## src/rtl/game_state_controller_pkg.sv

```systemverilog
// Shared constants for the game sequencer: state encodings decoded by the
// display blocks, default phase lengths, field widths and small helpers.
package game_state_controller_pkg;

  localparam int unsigned STATE_W = 3;
  localparam int unsigned LEVEL_W = 4;
  localparam int unsigned DIR_W   = 2;
  localparam int unsigned SW_W    = 4;

  // Game phase encodings (o_State)
  localparam logic [STATE_W-1:0] ST_IDLE        = 3'd0;
  localparam logic [STATE_W-1:0] ST_RUNNING     = 3'd1;
  localparam logic [STATE_W-1:0] ST_RESPAWN     = 3'd2;
  localparam logic [STATE_W-1:0] ST_LEVEL_CLEAR = 3'd3;
  localparam logic [STATE_W-1:0] ST_GAME_OVER   = 3'd4;

  // Frog facing encodings
  localparam logic [DIR_W-1:0] DIR_UP    = 2'd0;
  localparam logic [DIR_W-1:0] DIR_LEFT  = 2'd1;
  localparam logic [DIR_W-1:0] DIR_RIGHT = 2'd2;
  localparam logic [DIR_W-1:0] DIR_DOWN  = 2'd3;

  // Default phase lengths at a 50 MHz clock
  localparam int unsigned DEF_NUM_LIVES    = 4;
  localparam int unsigned DEF_GRACE_CYCLES = 25_000_000;
  localparam int unsigned DEF_CLEAR_CYCLES = 12_500_000;
  localparam int unsigned DEF_OVER_CYCLES  = 50_000_000;
  localparam int unsigned DEF_MAX_LEVEL    = 15;

  // Largest of three values, used to size the shared phase counter
  function automatic int unsigned max3(input int unsigned a,
                                       input int unsigned b,
                                       input int unsigned c);
    int unsigned m;
    m = a;
    if (b > m) m = b;
    if (c > m) m = c;
    return m;
  endfunction

  // Switch-to-direction priority up > left > right > down; hold when idle
  function automatic logic [DIR_W-1:0] dir_decode(input logic [SW_W-1:0]  sw,
                                                  input logic [DIR_W-1:0] hold);
    logic [DIR_W-1:0] d;
    d = hold;
    if (sw[0])      d = DIR_UP;
    else if (sw[1]) d = DIR_LEFT;
    else if (sw[2]) d = DIR_RIGHT;
    else if (sw[3]) d = DIR_DOWN;
    return d;
  endfunction

endpackage

```

## src/rtl/game_state_controller_if.sv

```systemverilog
// Switch/event inputs and status outputs of the game sequencer.
//   master : environment side (drives switches and events, reads status)
//   slave  : controller side
interface game_state_controller_if
  import game_state_controller_pkg::*;
#(
  parameter int unsigned NUM_LIVES = DEF_NUM_LIVES
);

  logic                 i_Start;
  logic [SW_W-1:0]      i_Dir_Sw;
  logic                 i_Has_Collided;
  logic                 i_Level_Up;
  logic [STATE_W-1:0]   o_State;
  logic                 o_Game_Active;
  logic [NUM_LIVES-1:0] o_Lives;
  logic [LEVEL_W-1:0]   o_Level;
  logic [DIR_W-1:0]     o_Frog_Direction;
  logic                 o_Respawn;
  logic                 o_Game_Over;

  modport master (
    output i_Start, i_Dir_Sw, i_Has_Collided, i_Level_Up,
    input  o_State, o_Game_Active, o_Lives, o_Level, o_Frog_Direction,
           o_Respawn, o_Game_Over
  );

  modport slave (
    input  i_Start, i_Dir_Sw, i_Has_Collided, i_Level_Up,
    output o_State, o_Game_Active, o_Lives, o_Level, o_Frog_Direction,
           o_Respawn, o_Game_Over
  );

endinterface

```

## src/rtl/game_state_controller_phase_timer.sv

```systemverilog
// Shared phase counter: clears on request, counts up while enabled and flags
// the last cycle of the phase (count == limit-1). It stops there, never wraps.
// Ports: i_Clk, i_Rst_N, i_clear (restart at 0), i_enable (phase is timed),
//        i_limit (phase length in cycles), o_done_c (combinational last-cycle flag)
module game_state_controller_phase_timer #(
  parameter int unsigned CNT_W = 8
) (
  input  logic             i_Clk,
  input  logic             i_Rst_N,
  input  logic             i_clear,
  input  logic             i_enable,
  input  logic [CNT_W-1:0] i_limit,
  output logic             o_done_c
);

  logic [CNT_W-1:0] count_q;

  assign o_done_c = i_enable && (count_q == (i_limit - CNT_W'(1)));

  // Counter register
  always_ff @(posedge i_Clk or negedge i_Rst_N) begin
    if (!i_Rst_N) begin
      count_q <= '0;
    end else if (i_clear) begin
      count_q <= '0;
    end else if (i_enable && !o_done_c) begin
      count_q <= count_q + CNT_W'(1);
    end
  end

endmodule

```

## src/rtl/game_state_controller.sv

```systemverilog
// Game phase sequencer: owns lives, level, frog facing and the
// IDLE/RUNNING/RESPAWN/LEVEL_CLEAR/GAME_OVER state machine.
// Ports: i_Clk, i_Rst_N (async active-low), bus (slave modport) carrying
//        start/direction switches, collision and level-up events in, and
//        state, active, lives, level, direction, respawn and game-over out.
module game_state_controller
  import game_state_controller_pkg::*;
#(
  parameter int unsigned NUM_LIVES    = DEF_NUM_LIVES,
  parameter int unsigned GRACE_CYCLES = DEF_GRACE_CYCLES,
  parameter int unsigned CLEAR_CYCLES = DEF_CLEAR_CYCLES,
  parameter int unsigned OVER_CYCLES  = DEF_OVER_CYCLES,
  parameter int unsigned MAX_LEVEL    = DEF_MAX_LEVEL
) (
  input  logic                   i_Clk,
  input  logic                   i_Rst_N,
  game_state_controller_if.slave bus
);

  localparam int unsigned MAX_CYC = max3(GRACE_CYCLES, CLEAR_CYCLES, OVER_CYCLES);
  localparam int unsigned CNT_W   = $clog2(MAX_CYC) + 1;

  localparam logic [NUM_LIVES-1:0] LIVES_ONE = NUM_LIVES'(1);
  localparam logic [LEVEL_W-1:0]   LEVEL_MAX = LEVEL_W'(MAX_LEVEL);

  logic [STATE_W-1:0]   state_q,     state_nxt;
  logic [NUM_LIVES-1:0] lives_q,     lives_nxt;
  logic [LEVEL_W-1:0]   level_q,     level_nxt;
  logic [DIR_W-1:0]     dir_q,       dir_nxt;
  logic                 respawn_q,   respawn_nxt;
  logic                 game_over_q, game_over_nxt;
  logic                 active_q,    active_nxt;
  logic                 start_q;
  logic                 coll_q;

  logic                 start_ev_c;
  logic                 coll_ev_c;
  logic                 timer_clear_c;
  logic                 timer_en_c;
  logic [CNT_W-1:0]     timer_limit_c;
  logic                 timer_done_c;

  game_state_controller_phase_timer #(
    .CNT_W (CNT_W)
  ) u_phase_timer (
    .i_Clk    (i_Clk),
    .i_Rst_N  (i_Rst_N),
    .i_clear  (timer_clear_c),
    .i_enable (timer_en_c),
    .i_limit  (timer_limit_c),
    .o_done_c (timer_done_c)
  );

  // Registers; edge detectors reset high so a switch held through reset is no event
  always_ff @(posedge i_Clk or negedge i_Rst_N) begin
    if (!i_Rst_N) begin
      state_q     <= ST_IDLE;
      lives_q     <= '0;
      level_q     <= '0;
      dir_q       <= DIR_UP;
      respawn_q   <= 1'b0;
      game_over_q <= 1'b0;
      active_q    <= 1'b0;
      start_q     <= 1'b1;
      coll_q      <= 1'b1;
    end else begin
      state_q     <= state_nxt;
      lives_q     <= lives_nxt;
      level_q     <= level_nxt;
      dir_q       <= dir_nxt;
      respawn_q   <= respawn_nxt;
      game_over_q <= game_over_nxt;
      active_q    <= active_nxt;
      start_q     <= bus.i_Start;
      coll_q      <= bus.i_Has_Collided;
    end
  end

  // Next-state and next-output logic
  always_comb begin
    state_nxt     = state_q;
    lives_nxt     = lives_q;
    level_nxt     = level_q;
    respawn_nxt   = 1'b0;
    timer_en_c    = 1'b0;
    timer_limit_c = '0;

    start_ev_c = bus.i_Start & ~start_q;
    coll_ev_c  = bus.i_Has_Collided & ~coll_q;
    dir_nxt    = dir_decode(bus.i_Dir_Sw, dir_q);

    case (state_q)
      ST_IDLE: begin
        if (start_ev_c) begin
          state_nxt = ST_RUNNING;
          lives_nxt = '1;
          level_nxt = '0;
        end
      end
      ST_RUNNING: begin
        // Collision takes priority over a same-cycle level-up
        if (coll_ev_c) begin
          if (lives_q == LIVES_ONE) begin
            lives_nxt = '0;
            state_nxt = ST_GAME_OVER;
          end else begin
            lives_nxt   = lives_q >> 1;
            respawn_nxt = 1'b1;
            state_nxt   = ST_RESPAWN;
          end
        end else if (bus.i_Level_Up) begin
          if (level_q < LEVEL_MAX) level_nxt = level_q + LEVEL_W'(1);
          state_nxt = ST_LEVEL_CLEAR;
        end
      end
      ST_RESPAWN: begin
        timer_en_c    = 1'b1;
        timer_limit_c = CNT_W'(GRACE_CYCLES);
        if (timer_done_c) state_nxt = ST_RUNNING;
      end
      ST_LEVEL_CLEAR: begin
        timer_en_c    = 1'b1;
        timer_limit_c = CNT_W'(CLEAR_CYCLES);
        if (timer_done_c) state_nxt = ST_RUNNING;
      end
      ST_GAME_OVER: begin
        timer_en_c    = 1'b1;
        timer_limit_c = CNT_W'(OVER_CYCLES);
        if (timer_done_c) state_nxt = ST_IDLE;
      end
      default: begin
        state_nxt = ST_IDLE;
      end
    endcase

    // Restart the phase counter on every state change
    timer_clear_c = (state_nxt != state_q);
    active_nxt    = (state_nxt == ST_RUNNING);
    game_over_nxt = (state_nxt == ST_GAME_OVER);
  end

  assign bus.o_State          = state_q;
  assign bus.o_Game_Active    = active_q;
  assign bus.o_Lives          = lives_q;
  assign bus.o_Level          = level_q;
  assign bus.o_Frog_Direction = dir_q;
  assign bus.o_Respawn        = respawn_q;
  assign bus.o_Game_Over      = game_over_q;

endmodule

```

## src/flat_wrapper.sv

```systemverilog
// flat-port wrapper written by rule: the top's interface ports become plain ports
module game_state_controller_flat import game_state_controller_pkg::*;
#(
  parameter int unsigned NUM_LIVES    = DEF_NUM_LIVES,
  parameter int unsigned GRACE_CYCLES = DEF_GRACE_CYCLES,
  parameter int unsigned CLEAR_CYCLES = DEF_CLEAR_CYCLES,
  parameter int unsigned OVER_CYCLES  = DEF_OVER_CYCLES,
  parameter int unsigned MAX_LEVEL    = DEF_MAX_LEVEL
)
  (i_Clk, i_Rst_N, bus_i_Start, bus_i_Dir_Sw, bus_i_Has_Collided, bus_i_Level_Up, bus_o_State, bus_o_Game_Active, bus_o_Lives, bus_o_Level, bus_o_Frog_Direction, bus_o_Respawn, bus_o_Game_Over);
  game_state_controller_if #(.NUM_LIVES(NUM_LIVES)) bus_i ();
  input  logic i_Clk;
  input  logic i_Rst_N;
  input wire logic [$bits(bus_i.i_Start)-1:0] bus_i_Start;
  input wire logic [$bits(bus_i.i_Dir_Sw)-1:0] bus_i_Dir_Sw;
  input wire logic [$bits(bus_i.i_Has_Collided)-1:0] bus_i_Has_Collided;
  input wire logic [$bits(bus_i.i_Level_Up)-1:0] bus_i_Level_Up;
  output wire logic [$bits(bus_i.o_State)-1:0] bus_o_State;
  output wire logic [$bits(bus_i.o_Game_Active)-1:0] bus_o_Game_Active;
  output wire logic [$bits(bus_i.o_Lives)-1:0] bus_o_Lives;
  output wire logic [$bits(bus_i.o_Level)-1:0] bus_o_Level;
  output wire logic [$bits(bus_i.o_Frog_Direction)-1:0] bus_o_Frog_Direction;
  output wire logic [$bits(bus_i.o_Respawn)-1:0] bus_o_Respawn;
  output wire logic [$bits(bus_i.o_Game_Over)-1:0] bus_o_Game_Over;
  assign bus_i.i_Start = bus_i_Start;
  assign bus_i.i_Dir_Sw = bus_i_Dir_Sw;
  assign bus_i.i_Has_Collided = bus_i_Has_Collided;
  assign bus_i.i_Level_Up = bus_i_Level_Up;
  assign bus_o_State = bus_i.o_State;
  assign bus_o_Game_Active = bus_i.o_Game_Active;
  assign bus_o_Lives = bus_i.o_Lives;
  assign bus_o_Level = bus_i.o_Level;
  assign bus_o_Frog_Direction = bus_i.o_Frog_Direction;
  assign bus_o_Respawn = bus_i.o_Respawn;
  assign bus_o_Game_Over = bus_i.o_Game_Over;
  game_state_controller #(.NUM_LIVES(NUM_LIVES), .GRACE_CYCLES(GRACE_CYCLES), .CLEAR_CYCLES(CLEAR_CYCLES), .OVER_CYCLES(OVER_CYCLES), .MAX_LEVEL(MAX_LEVEL)) u_core (.i_Clk(i_Clk), .i_Rst_N(i_Rst_N), .bus(bus_i));
endmodule
```

## config.mk

```make
export PLATFORM = sky130hd
export DESIGN_NAME = game_state_controller_flat
export DESIGN_NICKNAME = d
export VERILOG_FILES = /design/src/rtl/game_state_controller_pkg.sv /design/src/rtl/game_state_controller_if.sv /design/src/rtl/game_state_controller_phase_timer.sv /design/src/rtl/game_state_controller.sv /design/src/flat_wrapper.sv
export SDC_FILE = /design/constraint.sdc
export NUM_CORES = 1
export LEC_CHECK = 0
export ABC_AREA = 1
export CAP_MARGIN = 0
export CORE_MARGIN = 1
export CORE_UTILIZATION = 56
export CTS_CLUSTER_DIAMETER = 80
export DETAILED_ROUTE_END_ITERATION = 7
export GPL_ROUTABILITY_DRIVEN = 0
export GPL_TIMING_DRIVEN = 0
export PLACE_DENSITY = 0.78
export REMOVE_ABC_BUFFERS = 1
export SLEW_MARGIN = 25
export SYNTH_ARGS = -nofsm -noshare
export SYNTH_HDL_FRONTEND = slang
export SYNTH_SLANG_ARGS = --single-unit
```

## constraint.sdc

```tcl
create_clock -name i_Clk -period 5.9 [get_ports i_Clk]
set_input_delay 0.59 -clock i_Clk [delete_from_list [all_inputs] [get_ports i_Clk]]
set_output_delay 0.59 -clock i_Clk [all_outputs]
set_load 0.02 [all_outputs]
```

=== After elaboration in Yosys (flattened, before gate mapping) ===
Index checks and enable logic that the tools add are counted.

* Flip-flop bits (word level): 45
* Input port bits: 9
* Logic and storage cells: 70

* Add/sub/neg operators: 3
* $lt $le $gt $ge: 1
* Equality and inequality tests: 14
* Mux-type cells: 27
* Bitwise logic cells: 4
* Reduce and logical (&&, ||, !) cells: 11

{| class="wikitable"
|+ Operators with widths
! kind !! number
|-
| 26-bit one-hot mux with 3 select lines || 1
|-
| 27-bit 2-to-1 mux || 2
|-
| 27-bit by 1-bit adder with 27-bit output (second input constant) || 1
|-
| 27-bit equality test || 1
|-
| 26-bit by 1-bit subtractor with 27-bit output (second input constant) || 1
|-
| 4-bit 2-to-1 mux || 6
|-
| 3-bit 2-to-1 mux || 7
|-
| 4-bit one-hot mux with 2 select lines || 2
|-
| 3-bit one-hot mux with 4 select lines || 1
|-
| 2-bit 2-to-1 mux || 4
|-
| 3-bit by 1-bit equality test with 1-bit output (second input constant) || 2
|-
| 3-bit by 2-bit equality test with 1-bit output (second input constant) || 2
|-
| 3-bit equality test (second input constant) || 2
|-
| 2-bit by 1-bit != test with 1-bit output (second input constant) || 3
|-
| 5-bit AND reduction || 1
|-
| 4-bit by 1-bit adder with 4-bit output (second input constant) || 1
|-
| 4-bit by 1-bit equality test with 1-bit output (second input constant) || 1
|-
| 4-bit < comparator (second input constant) || 1
|-
| 1-bit 2-to-1 mux || 4
|-
| 2-bit != test (second input constant) || 2
|-
| 2-bit nonzero test || 2
|-
| 4-bit nonzero test || 1
|-
| 3-bit logical NOT || 1
|-
| 3-bit != test || 1
|-
| other kinds (7) || 10
|}

=== Longest topological paths before layout ===
* Depth after elaboration: 9
* Mapped depth: 20
* Mapped depth without buffers: 19

=== Modules after synthesis ===
From an unflattened synthesis, not the netlist that was laid out.

* Cell total of the unflattened synthesis: 616
* Area, all modules: 4125.2 um2

{| class="wikitable"
|+ By module, submodules not included
! module !! times used !! cells an instance !! area an instance (um2) !! seq. area each (um2)
|-
| game_state_controller_phase_timer || 1 || 509 || 3144.3 || 675.6
|-
| game_state_controller || 1 || 107 || 980.9 || 452.9
|}

=== Worst setup path after synthesis ===
Ideal clock, no wire load.

* Kind: reg-to-reg
* Start point: register u_core.state_q[1], in the netlist u_core.bus.o_State[1]
* End point: register u_core.u_phase_timer.count_q[10]
* Data arrival time: 2609 ps
* Slack: 3219 ps
* Stages on the path, launching flop included: 21
* Path buffers: 1
* Clock period less this slack: 2681 ps
* Cells stage by stage: dfrtp_1 > inv_2 > nor2_4 > nand2_1 > ha_1 > ha_1 > inv_1 > nand2_1 > nand3_1 > nor2_1 > nand3_1 > nor2_2 > nand3_2 > o21ai_1 > nand2_1 > nand2_2 > nand2_1 > nand2_4 > nand2_4 > buf_6 > nor2_1

* Cells in the longest elaborated chain, start to end: 9
* Elaborated cells between the ends (all ways): 23

{| class="wikitable"
|+ Ends and longest elaborated chain
! element !! RTL line !! text
|-
| from (decl) || game_state_controller.sv:26 || <nowiki>logic [STATE_W-1:0] state_q, state_nxt;</nowiki>
|-
| from (signal assigned) || game_state_controller.sv:67 || <nowiki>state_q <= state_nxt;</nowiki>
|-
| 3-bit equality test / 3-bit by 2-bit equality test with 1-bit output (equally long branches) || game_state_controller.sv:92 || <nowiki>case (state_q)</nowiki>
|-
| 26-bit one-hot mux with 3 select lines || game_state_controller.sv:92 ||
|-
| 26-bit by 1-bit subtractor with 27-bit output || game_state_controller_phase_timer.sv:18 || <nowiki>assign o_done_c = i_enable && (count_q == (i_limit - CNT_W'(1)));</nowiki>
|-
| 27-bit equality test || game_state_controller_phase_timer.sv:18 ||
|-
| 1-bit logical AND || game_state_controller_phase_timer.sv:18 ||
|-
| 3-bit 2-to-1 mux, on equally long branches || game_state_controller.sv:129, game_state_controller.sv:119, game_state_controller.sv:124 ||
|-
| 3-bit one-hot mux with 4 select lines (*) || game_state_controller.sv:92 ||
|-
| net u_core.state_nxt[0] || game_state_controller.sv:26 ||
|-
| 3-bit != test (*) || game_state_controller.sv:137 || <nowiki>timer_clear_c = (state_nxt != state_q);</nowiki>
|-
| 27-bit 2-to-1 mux / 2-bit nonzero test (equally long branches) || n/a ||
|-
| to (signal assigned) || game_state_controller_phase_timer.sv:27 || <nowiki>count_q <= count_q + CNT_W'(1);</nowiki>
|-
| to (decl) || game_state_controller_phase_timer.sv:16 || <nowiki>logic [CNT_W-1:0] count_q;</nowiki>
|}

Mark *: on every way through the listed nets, which the timed path passes. The rest lies on a longest branch.
A chain may end at the register's enable or synchronous reset.

=== Final worst setup path ===
* Start point: register u_core.state_q[1], in the netlist u_core.bus.o_State[1]
* End point: register u_core.u_phase_timer.count_q[25]

* Cells in the longest elaborated chain, start to end: 9
* Elaborated cells between the ends (all ways): 23

{| class="wikitable"
|+ Ends and longest elaborated chain
! element !! RTL line
|-
| 3-bit equality test / 3-bit by 2-bit equality test with 1-bit output (equally long branches) || game_state_controller.sv:92
|-
| 26-bit one-hot mux with 3 select lines || game_state_controller.sv:92
|-
| 26-bit by 1-bit subtractor with 27-bit output || game_state_controller_phase_timer.sv:18
|-
| 27-bit equality test || game_state_controller_phase_timer.sv:18
|-
| 1-bit logical AND || game_state_controller_phase_timer.sv:18
|-
| 3-bit 2-to-1 mux, on equally long branches || game_state_controller.sv:129, game_state_controller.sv:119, game_state_controller.sv:124
|-
| 3-bit one-hot mux with 4 select lines || game_state_controller.sv:92
|-
| 3-bit != test || game_state_controller.sv:137
|-
| 27-bit 2-to-1 mux / 2-bit nonzero test (equally long branches) || n/a
|}

Parallel ways exist; a longest one is shown, timed or not.

==> results.sh <==
export IMPL_outcome="finished clean"
export IMPL_dieWidth_um=72.27
export IMPL_cts_root_buf="clkbuf_8"
export IMPL_cts_tree="built"
export IMPL_synthAdderAreaFrac_pct=1.810
export IMPL_antenna_cells=0
export IMPL_slew_headroom_pct=43.32
export IMPL_power_density_nw_per_um2=335.3
export IMPL_die_area_um2=5223
export IMPL_port_buffers=24
export IMPL_slew_viol_final=0
export IMPL_syn_to_final_growth_pct=13.71
export IMPL_post_drt_via_cell_ratio=5.195
export IMPL_synthXorXnorAreaFrac_pct=7.285
export IMPL_place_inst=450
export IMPL_numCtsBuffers=5
export IMPL_grt_max_degree=29
export IMPL_place_hpwl_um=4306
export IMPL_fin_cells=457
export IMPL_critical_path_arrival_ps=3570
export IMPL_start_util_pct=58.54
export IMPL_path_cells="inv_2 -> nor2_4 -> nand2_1 -> ha_1 -> ha_1 -> inv_1 -> nand2_1 -> nand3_1 -> nor2_1 -> nand3_1 -> nor2_2 -> nand3_2 -> nor2_1 -> nor2_2 -> nand4_1 -> nor2_1 -> nand2_1 -> nand2_1 -> nor2_1"
export IMPL_hold_path_class="in2async"
export IMPL_synth_mux_area_share_pct=0
export IMPL_start_kind="register"
export IMPL_postCtsResizedCells=0
export IMPL_period_needed_ps=3390
export IMPL_drc_errors=0
export IMPL_synthSimpleGateAreaFrac_pct=36.74
export IMPL_cp_required_ps=6080
export IMPL_cpMaxStageDelayCell="nor2_2"
export IMPL_post_place_ws_ps=2515
export IMPL_tns_ps=0
export IMPL_grtUsageMet2_pct=39.77
export IMPL_fp_coreArea_um2=4723
export IMPL_period_share_pct=57.45
export IMPL_grt_util_met3_pct=5.278
export IMPL_finalWirelength_um=5614
export IMPL_h_tree_depth=2
export IMPL_first_global_vias=2281
export IMPL_tightest_slew_ps=849.3
export IMPL_max_clock_freq_mhz=295.0
export IMPL_synth_seq_cells=45
export IMPL_setup_viol=0
export IMPL_insertion_delay_ps=300
export IMPL_syn_cell_area_um2=2765
export IMPL_busiest_layer="met2"
export IMPL_ir_drop_mv=0.2059
export IMPL_path_class="reg2reg"
export IMPL_rows=25
export IMPL_drv_cap=0
export IMPL_synth_seq_area_share_pct=40.81
export IMPL_drive_above_1_share_pct=11.54
export IMPL_cts_sinks=45
export IMPL_grt_usage_pct=24.84
export IMPL_ant_nets=0
export IMPL_clk_pin_slew_ps=80
export IMPL_synth_compound_area_share_pct=5.701
export IMPL_io_pins=25
export IMPL_wl_per_cell_um=12.28
export IMPL_grt_pass1_wl_um=9942
export IMPL_synthArstFlopShare_pct=100.0
export IMPL_yosysWarnings=0
export IMPL_antenna_found_initial=0
export IMPL_postCtsHoldBufs=0
export IMPL_setup_ws_ps=2510
export IMPL_design_area_um2=3144
export IMPL_cp_end_kind="register"
export IMPL_drt_initial_drc_count=137
export IMPL_cts_setup_buffers=0
export IMPL_synth_edf_count=0
export IMPL_die_h_um=72.27
export IMPL_clockBufferDepth=2
export IMPL_synth_cells=363
export IMPL_syn_avg_cell_area_um2=7.617
export IMPL_dr_pass1_iters=4
export IMPL_cp_slowest_stage_delay_ps=640
export IMPL_path_max_fanout=22
export IMPL_hold_viol_final=0
export IMPL_vias=2374
export IMPL_rsz0062_at_grt="false"
export IMPL_ys_types=34
export IMPL_cellLeakagePower_uw=0.001413
export IMPL_gr_usage_met1_pct=32.73
export IMPL_grt_overflow_total=0
export IMPL_synth_top_family_by_area="simple AND/OR/NAND/NOR gates"
export IMPL_nets=403
export IMPL_skew_ps=4.299
export IMPL_ys_flop_type="dfrtp_1"
export IMPL_placed_area_um2=3058
export IMPL_p_total_uw=1054
## layout by cell type, fill, tap and decap left out, drive strengths merged, types with 7 or more instances in the layout
cell,synthesis,routed
a21oi,7,7
clkbuf,0,7
clkdlybuf4s50,0,23
dfrtp,43,43
inv,44,44
nand2,93,93
nand3,23,23
nand4,14,14
nor2,66,66
nor3,15,15
o21ai,8,8
xor2,19,19
## state kept, by name (all words and copies together) (netlist names)
name	flops
u_core.bus.o_State	3
u_core.u_phase_timer.count_q	27
u_core.bus.o_Respawn	1
u_core.bus.o_Game_Over	1
u_core.start_q	1
u_core.coll_q	1
u_core.bus.o_Frog_Direction	2
u_core.bus.o_Level	4
u_core.bus.o_Lives	4
u_core.bus.o_Game_Active	1
## cells by family (layout without fill, tap and decap cells)
group | after synthesis | in the layout
xor+xnor | 23 | 23
simple gates | 217 | 217
fa+ha+maj | 4 | 4
flops | 45 | 45
buf+inv | 49 | 76
compound gates | 25 | 25
## cell type report
class,instances,area (um^2)
clock buffers,7,86.33
fillers,398,1579
inverters,44,165.2
multi-input cells,269,1425
flip-flops and latches,45,1129
well taps,67,83.83
repair buffers,25,255.2
## per-stage QoR
| step | util, % | hold slack, ps |
|---|---|---|
| 4_1_cts | 66.57 | 228.4 |
| 5_1_grt | 66.57 | 245.7 |
| 2_1_floorplan | - | 294.4 |
| 3_3_place_gp | 64.42 | 528.0 |
| 3_5_place_dp | 64.74 | 530.3 |
| 6_report | 66.57 | 222.3 |
## metal layers
metal / part of all wire, % / vias up
li1: - / 1218
met1: 48 / 1077
met2: 46 / 74
met3: 5.1 / 5
met4: 1.5 / 0
met5: 0 / -
## report_power, final
part | switching, uW | internal [uW]
registers | 30.3 | 336
logic | 342 | 155
clock network | 97.8 | 93.0
## worst paths after layout
check | start | end | slack (ps) | cells after the start
max in group asynchronous | i_Rst_N | u_core.start_q$_DFF_PN1_ | 5120 | 2
setup / recovery | u_core.bus.o_State[1]$_DFF_PN0_ | u_core.u_phase_timer.count_q[25]$_DFFE_PN0P_ | 2510 | 19
hold reg to reg | u_core.u_phase_timer.count_q[21]$_DFFE_PN0P_ | u_core.u_phase_timer.count_q[21]$_DFFE_PN0P_ | 550 | 2
hold / removal | i_Rst_N | u_core.bus.o_Level[3]$_DFFE_PN0P_ | 220 | 1
min in group i_Clk | u_core.u_phase_timer.count_q[21]$_DFFE_PN0P_ | u_core.u_phase_timer.count_q[21]$_DFFE_PN0P_ | 550 | 2
setup reg to reg | u_core.bus.o_State[1]$_DFF_PN0_ | u_core.u_phase_timer.count_q[25]$_DFFE_PN0P_ | 2510 | 19
## worst max-delay path, delay by kind of cell, from the launching register on
family | cells | cell delay (ps)
AND/OR/NAND/NOR | 15 | 2050
buffers and inverters | 2 | 180
adder cells (fa/ha/maj) | 2 | 520
flip-flops | 1 | 520
## cell usage after synthesis (7+ instances only)
library cell	number	area (um^2)
nand2_1	88	330.3
dfrtp_1	43	1076
inv_1	41	153.9
nor3_1	15	75.07
nand4_1	13	81.33
nand3_1	21	105.1
a21oi_1	7	35.03
nor2_1	44	165.2
nor2_2	21	131.4
xor2_1	19	166.4
Note: power is estimated with default switching activity, not from simulation.
